<file path="config.mk">
export PLATFORM = sky130hd
export DESIGN_NAME = prog_loader
export DESIGN_NICKNAME = d
export VERILOG_FILES = /design/src/rtl/prog_loader_pkg.sv /design/src/rtl/prog_loader_packer.sv /design/src/rtl/prog_loader.sv
export SDC_FILE = /design/constraint.sdc
export NUM_CORES = 1
export LEC_CHECK = 0
export CAP_MARGIN = 20
export CORE_ASPECT_RATIO = 1.1
export CORE_MARGIN = 2
export CORE_UTILIZATION = 50
export CTS_CLUSTER_SIZE = 24
export DETAILED_ROUTE_END_ITERATION = 8
export PLACE_DENSITY = 0.72
export SLEW_MARGIN = 0
export SYNTH_ARGS = -nofsm -noshare
export SYNTH_HDL_FRONTEND = slang
export SYNTH_SLANG_ARGS = --single-unit
</file>
<file path="constraint.sdc">
create_clock -name clk -period 7.12 [get_ports clk]
set_input_delay 0.712 -clock clk [delete_from_list [all_inputs] [get_ports clk]]
set_output_delay 0.712 -clock clk [all_outputs]
set_load 0.05 [all_outputs]
</file>
<file path="src/rtl/prog_loader_pkg.sv">
// Shared constants for the boot loader and core controller.
//   core_mode_t    : core controller modes (LOAD until the loader reports done, then EXEC)
//   loader_state_t : prog_loader FSM states
//   SYNC_BYTE_DEF  : default handshake byte, both received and echoed
package prog_loader_pkg;

  typedef enum logic [1:0] {
    MODE_LOAD,
    MODE_EXEC
  } core_mode_t;

  typedef enum logic [2:0] {
    IDLE,
    LEN,
    DATA,
    ACK,
    DONE
  } loader_state_t;

  localparam logic [7:0] SYNC_BYTE_DEF = 8'hAA;

endpackage

</file>
<file path="src/rtl/prog_loader_packer.sv">
// byte_packer: 4-byte big-endian assembler with a 2-bit byte counter.
//   clk, rstn  : clock, async active-low reset
//   clr        : synchronous counter/shift-register clear
//   byte_vld   : byte_in is consumed this cycle
//   byte_in    : incoming byte, first byte of a group lands in word[31:24]
//   word_valid : combinational, high in the cycle the 4th byte is consumed
//   word       : assembled word, valid with word_valid
module byte_packer (
  input  logic        clk,
  input  logic        rstn,
  input  logic        clr,
  input  logic        byte_vld,
  input  logic [7:0]  byte_in,
  output logic        word_valid,
  output logic [31:0] word
);

  logic [1:0]  cnt;
  logic [23:0] sr;

  // The 4th byte is taken straight from the input so the word is ready in
  // the same cycle; only the first three bytes need storage.
  assign word_valid = byte_vld && (cnt == 2'd3);
  assign word       = {sr, byte_in};

  always_ff @(posedge clk or negedge rstn) begin
    if (!rstn) begin
      cnt <= 2'd0;
      sr  <= 24'd0;
    end else if (clr) begin
      cnt <= 2'd0;
      sr  <= 24'd0;
    end else if (byte_vld) begin
      cnt <= cnt + 2'd1;  // wraps 3 -> 0 on each completed word
      sr  <= {sr[15:0], byte_in};
    end
  end

endmodule

</file>
<file path="src/rtl/prog_loader.sv">
// prog_loader: boot-time loader feeding instruction memory from the UART.
// Waits for the sync byte, reads a big-endian 32-bit word count, writes that
// many big-endian words to consecutive imem addresses, echoes the sync byte
// and raises done.
//   clk, rstn          : clock, async active-low reset
//   rx_data/rx_ready   : byte strobe from uart_rx
//   ferr               : framing error, qualified by rx_ready
//   tx_data/tx_start   : ack byte request to uart_tx
//   tx_busy            : uart_tx busy
//   imem_we/addr/wdata : instruction memory write port
//   aa_received        : pulse when the sync byte is accepted
//   aa_sent, done      : levels, set once the ack is handed off
//   err                : sticky framing-error flag
module prog_loader
  import prog_loader_pkg::*;
#(
  parameter int          ADDR_W    = 15,
  parameter logic [7:0]  SYNC_BYTE = SYNC_BYTE_DEF
) (
  input  logic              clk,
  input  logic              rstn,
  input  logic [7:0]        rx_data,
  input  logic              rx_ready,
  input  logic              ferr,
  output logic [7:0]        tx_data,
  output logic              tx_start,
  input  logic              tx_busy,
  output logic              imem_we,
  output logic [ADDR_W-1:0] imem_addr,
  output logic [31:0]       imem_wdata,
  output logic              aa_received,
  output logic              aa_sent,
  output logic              done,
  output logic              err
);

  loader_state_t state, state_nx;

  logic        acc;
  logic        sync_hit;
  logic        pk_vld;
  logic        word_valid;
  logic [31:0] word;
  logic [31:0] len_q;
  logic [31:0] widx;
  logic [31:0] widx_inc;
  logic        in_range;
  logic        wr_fire;
  logic        len_load;
  logic        tx_fire;

  assign acc      = rx_ready && !ferr;
  assign sync_hit = (state == IDLE) && acc && (rx_data == SYNC_BYTE);
  assign pk_vld   = acc && ((state == LEN) || (state == DATA));
  assign widx_inc = widx + 32'd1;
  // Words past the end of memory are counted but never written (no wrap).
  assign in_range = (widx >> ADDR_W) == 32'd0;
  assign tx_data  = SYNC_BYTE;

  byte_packer u_packer (
    .clk        (clk),
    .rstn       (rstn),
    .clr        (state == IDLE),
    .byte_vld   (pk_vld),
    .byte_in    (rx_data),
    .word_valid (word_valid),
    .word       (word)
  );

  always_comb begin
    state_nx = state;
    wr_fire  = 1'b0;
    len_load = 1'b0;
    tx_fire  = 1'b0;
    case (state)
      IDLE: if (sync_hit) state_nx = LEN;
      LEN: if (word_valid) begin
        len_load = 1'b1;
        state_nx = (word == 32'd0) ? ACK : DATA;
      end
      DATA: if (word_valid) begin
        wr_fire = 1'b1;
        if (widx_inc == len_q) state_nx = ACK;
      end
      ACK: if (!tx_busy) begin
        tx_fire  = 1'b1;
        state_nx = DONE;
      end
      default: ;
    endcase
  end

  always_ff @(posedge clk or negedge rstn) begin
    if (!rstn) begin
      state       <= IDLE;
      len_q       <= 32'd0;
      widx        <= 32'd0;
      imem_we     <= 1'b0;
      imem_addr   <= '0;
      imem_wdata  <= 32'd0;
      tx_start    <= 1'b0;
      aa_received <= 1'b0;
      aa_sent     <= 1'b0;
      done        <= 1'b0;
      err         <= 1'b0;
    end else begin
      state       <= state_nx;
      aa_received <= sync_hit;
      imem_we     <= wr_fire && in_range;
      tx_start    <= tx_fire;
      if (len_load) len_q <= word;
      if (wr_fire) begin
        imem_addr  <= widx[ADDR_W-1:0];
        imem_wdata <= word;
        widx       <= widx_inc;
      end
      if (rx_ready && ferr) err <= 1'b1;
      // tx_start went out on the cycle DONE was entered; flags follow a cycle later.
      if (state == DONE) begin
        done    <= 1'b1;
        aa_sent <= 1'b1;
      end
    end
  end

endmodule
</file>
Yosys cells after proc, flatten, opt, wreduce, memory -nomap -nowiden
Index checks and enable logic that the tools add are counted.

Flip-flop bits (word level): 145. Bits in latches: 0. RAM bits: 0. Bits in read-only memories: 0. Input port bits: 13. Output and inout port bits: 61. Word-level logic and storage cells: 57. Memories: 0.

$add $sub $neg: 2. Multiply operators: 0. Divide/modulo/power cells: 0. Order comparisons: 0. Equality and inequality tests: 12. Shift operators: 0. Muxes and demuxes: 16. Bitwise operators: 0. Reductions and logical operators: 15.

Operator list (number): $logic_not 32->1 (2); $mux 24 (2); $add 32x1->32 const B (1); $eq 32x32->1 (1); $mux 3 (5); $pmux 3 s4 (1); $eq 8x8->1 const B (1); $logic_and 1x1->1 (7); $eq 3x2->1 const B (2); $mux 1 (6); $ne 2x1->1 const B (3); $reduce_and 6->1 (1); $mux 2 (2); $ne 2x2->1 const B (2); $reduce_bool 4->1 (1); $eq 3x1->1 const B (1); $eq 3x3->1 const B (1); $logic_not 3->1 (1); $add 2x1->2 const B (1); $eq 2x2->1 const B (1); $reduce_bool 2->1 (1); $logic_not 1->1 (1); $logic_or 1x1->1 (1).

Logic depth before layout (Yosys ltp)
Depth in word-level cells: 7. Depth in mapped cells: 11. Depth with buffers taken out: 10.

Modules after synthesis
From an unflattened synthesis, not the netlist that was laid out.

Cells, all modules: 698. Area total of the unflattened synthesis: 7078.0 sq um.

By module, submodules not included: prog_loader (instances 1, cells an instance 604, area an instance 5924.4 sq um); byte_packer (instances 1, cells an instance 94, area an instance 1153.6 sq um).

Worst setup path before layout
OpenSTA, ideal clock, no wires.

Path type: input port to flip-flop. From: input ferr. To: register state[0]. Data arrival time: 2.684 ns. Slack: 4.305 ns. Stages: 9. Buffers on the path: 0. Path through: nand2b_1 nor3b_1 nand3_1 a2111oi_0 nand4_1 or4_1 nor4_2 nand2b_1 a31oi_1.

Longest elaborated chain between the ends: 6.

Ends and longest elaborated chain: from (decl) (RTL line prog_loader.sv:24) `input logic ferr,`; $logic_not 1->1 * (RTL line prog_loader.sv:52) `assign acc = rx_ready && !ferr;`; $logic_and 1x1->1 * (RTL line prog_loader.sv:52); $logic_and 1x1->1, on equally long branches (RTL line prog_loader.sv:54, prog_loader.sv:53); $logic_and 1x1->1, on equally long branches (RTL line prog_loader_packer.sv:23, prog_loader.sv:53); $ne 2x1->1 (no line) / $ne 2x2->1 (equally long branches); $reduce_and 6->1 (no line) *; to (signal assigned) (RTL line prog_loader.sv:107) `state <= state_nx;`; to (decl) (RTL line prog_loader.sv:37) `loader_state_t state, state_nx;`.

Every way passes the cells marked *; elsewhere a longest branch is shown, timed or not. A chain may end at the register's enable or synchronous reset.

Final worst setup path
From: input ferr. To: register widx[26].

Longest elaborated chain between the ends: 6.

Ends and longest elaborated chain: $logic_not 1->1 (RTL line prog_loader.sv:52); $logic_and 1x1->1 (RTL line prog_loader.sv:52); $logic_and 1x1->1 (RTL line prog_loader.sv:54) `assign pk_vld = acc && ((state == LEN) || (state == DATA));`; $logic_and 1x1->1 (RTL line prog_loader_packer.sv:23) `assign word_valid = byte_vld && (cnt == 2'd3);`; $mux 1 (RTL line prog_loader.sv:81) `DATA: if (word_valid) begin`; $mux 1 (RTL line prog_loader.sv:75) `case (state)`; to (signal assigned) (RTL line prog_loader.sv:115) `widx <= widx_inc;`; to (decl) (RTL line prog_loader.sv:45) `logic [31:0] widx;`.

No other way between the ends.

==> impl_metrics.toml <==
[placement]
dp_hpwl_um = 11700
dp_slack_ns = 3.29
io_buffers = 65
gp_congestion = 0.955

[clock_tree]
cts_resized = 0
cts_tree = "built"
cts_root_buf = "clkbuf_16"
cts_hold_buf = 0
post_cts_buffers = 0
clk_path_buf_depth = 2
cts_buffers = 17
h-tree-depth = 4
clkSlewWorstSetupHoldPaths_ns = 0.06
clock-sinks = 145
clk_latency_ns = 0.43

[detailed_routing]
vias_per_cell = 5.38
drt_iter0_drc = 253
vias = 5264
drc = 0
finalWirelength_um = 16600
dr.pass1.iters = 4
ant_nets = 0
wl_per_cell_um = 17.0

[status]
run_status = "completed"

[floorplanning]
initial_core_util = 0.507
die_area_mm2 = 0.0148
die_w_um = 116
die_h_um = 128
fp-row-count = 45
io_pins = 74
design.core.area_mm2 = 0.0137

[setup_path]
r2r-start = "widx[0]$_DFFE_PN0P_"
end_kind = "register"
reg2reg_slack_ns = 3.80
cp-start-kind = "input pin"
required_ns = 7.42
max_stage_delay_ns = 1.00
worstReg2RegEnd = "state[0]$_DFFE_PN0P_"
arrival_ns = 3.71
path_class = "input pin to register"
path_cells = "clkdlybuf4s50_1 > nand2b_1 > nor3b_1 > and3_2 > nand2_1 > nor2_1 > nand2_1 > xnor2_1"
worst-r2r-cell-count = 9
cp_max_fo = 56
critPathSlowestCell = "and3_2"
crit_top_cell = "nand2_1"

[yosys]
synth-main-ff-cell = "dfrtp_1"
synth_edf_count = 0
yosysUniqueCellTypes = 48
synth_top_area_frac = 0.523
syn_inst = 739
ys_warn_count = 0
synthTopCellsByCount = "nand2_1, dfrtp_1, xnor2_1, nand3_1, mux2_2"
synthesis.area_mm2 = 0.00694
ys_seq_elements = 145
ys_seq_area_frac = 0.523
async_reset_ff_frac = 1.00
syn_avg_cell_area_um2 = 9.40
synth.largest_area_cell = "dfrtp_1"
yosysMostFrequentCell = "nand2_1"
yosys-top-cells-area = "dfrtp_1, nand2_1, xnor2_1, mux2_2, xor2_1"

[timing]
fin_crit_ns = 3.41
rsz0062_at_grt = "no"
clock_skew_ns = 0.0121
maxSlewHeadroom = 0.306
final_max_slew_viol_count = 0
finalSetupViolCount = 0
fin_crit_sh = 0.479
fin_ws_ns = 3.71
fmax_mhz = 293
hold_viol = 0
worstMarginPinSlew_ns = 1.03
tns_ns = 0

[finish]
area_delta_synth_final_pct = 18.5
nets = 793
final_util = 0.601
drive_above_1_share = 0.0987
diodes = 0

[flow_run]
cap_violations = 0

[global_route]
grt_pass1_wl_um = 27700
grt_overflow = 0
antenna_found_initial = 0
grt_use_total = 0.242
grt_max_degree = 92
first_global_vias = 5329

[power_and_ir_drop]
vdd_ir_drop_max_mv = 0.161
p_leak_uw = 0.00402
powerDensity_mw_per_mm2 = 219

[min_path]
hold_class = "input pin to async pin"
where the power goes:
group          internal, µW  switching (µW)  total [µW]
sequential              830            11.4         842
combinational          18.0            57.9        76.0
clock                   533             347         879
metal layers:
metal | vias to the layer above | GRT usage | part of all wire
met4 | 0 | 0.107 | 0.020
met1 | 2580 | 0.328 | 0.45
li1 | 2519 | - | -
met5 | - | 0 | 0
met3 | 29 | 0.0465 | 0.043
met2 | 136 | 0.380 | 0.48
placed cells by master (no fill, tap or decap), types with 7 or more instances in the layout:
cell type	n
xnor2_1	49
or4_1	7
conb_1	8
nor4_1	15
mux2_2	32
inv_1	9
nand4_1	17
clkbuf_16	17
o21ai_0	8
dfrtp_1	145
nand2_1	225
xor2_1	28
nand3_1	43
clkdlybuf4s50_1	64
nor2_1	26
nor3_1	17
registers in the layout, summed over array words and instances, names as in the netlist, 2 cells and up:
register / count
imem_wdata: 32
len_q: 32
widx: 32
u_packer.sr: 24
imem_addr: 15
state: 3
u_packer.cnt: 2
critical path: cells and delay by family:
family	cells	cell delay, ns
buffers and inverters	1	0.41
AND/OR/NAND/NOR	6	2.42
XOR/XNOR	1	0.13
worst max path at each step:
stage                     from                    to  slack (ns)
after global routing      ferr  widx[26]$_DFFE_PN0P_        3.43
after CTS                 ferr  state[0]$_DFFE_PN0P_        3.74
after detailed placement  ferr  state[0]$_DFFE_PN0P_        3.29
final                     ferr  widx[26]$_DFFE_PN0P_        3.71
after floorplan           ferr  state[0]$_DFFE_PN0P_        4.31
after global placement    ferr  widx[26]$_DFFE_PN0P_        3.41
cells by family after synthesis:
family,count (synthesis),share of synthesized area
xor gates and xnor gates,77,0.0971
DFF,145,0.523
adders and majority gates,2,0.00360
and+or+nand+nor,384,0.251
other,2,0.00108
buffers and inverters,64,0.0416
AOI/OAI and AO/OA,32,0.0299
muxes,33,0.0533
through the flow:
stage	hold slack, ns	power (µW)	area [µm²]	cells
5_1_grt	0.409	1850	8220	978
6_report	0.328	1800	8220	978
3_5_place_dp	0.447	933	7640	947
2_1_floorplan	0.416	898	6970	745
3_3_place_gp	0.443	931	7640	947
4_1_cts	0.383	1810	8220	978
layout make-up:
class / count / area (µm²)
fill: 1168 / 5460
sequential: 145 / 3630
multi-input combinational: 536 / 3060
timing repair buffer: 69 / 682
clock buffer: 19 / 453
tap: 188 / 235
clock inverter: 12 / 133
inverter: 9 / 33.8
Power figures use the tool's default switching activity.
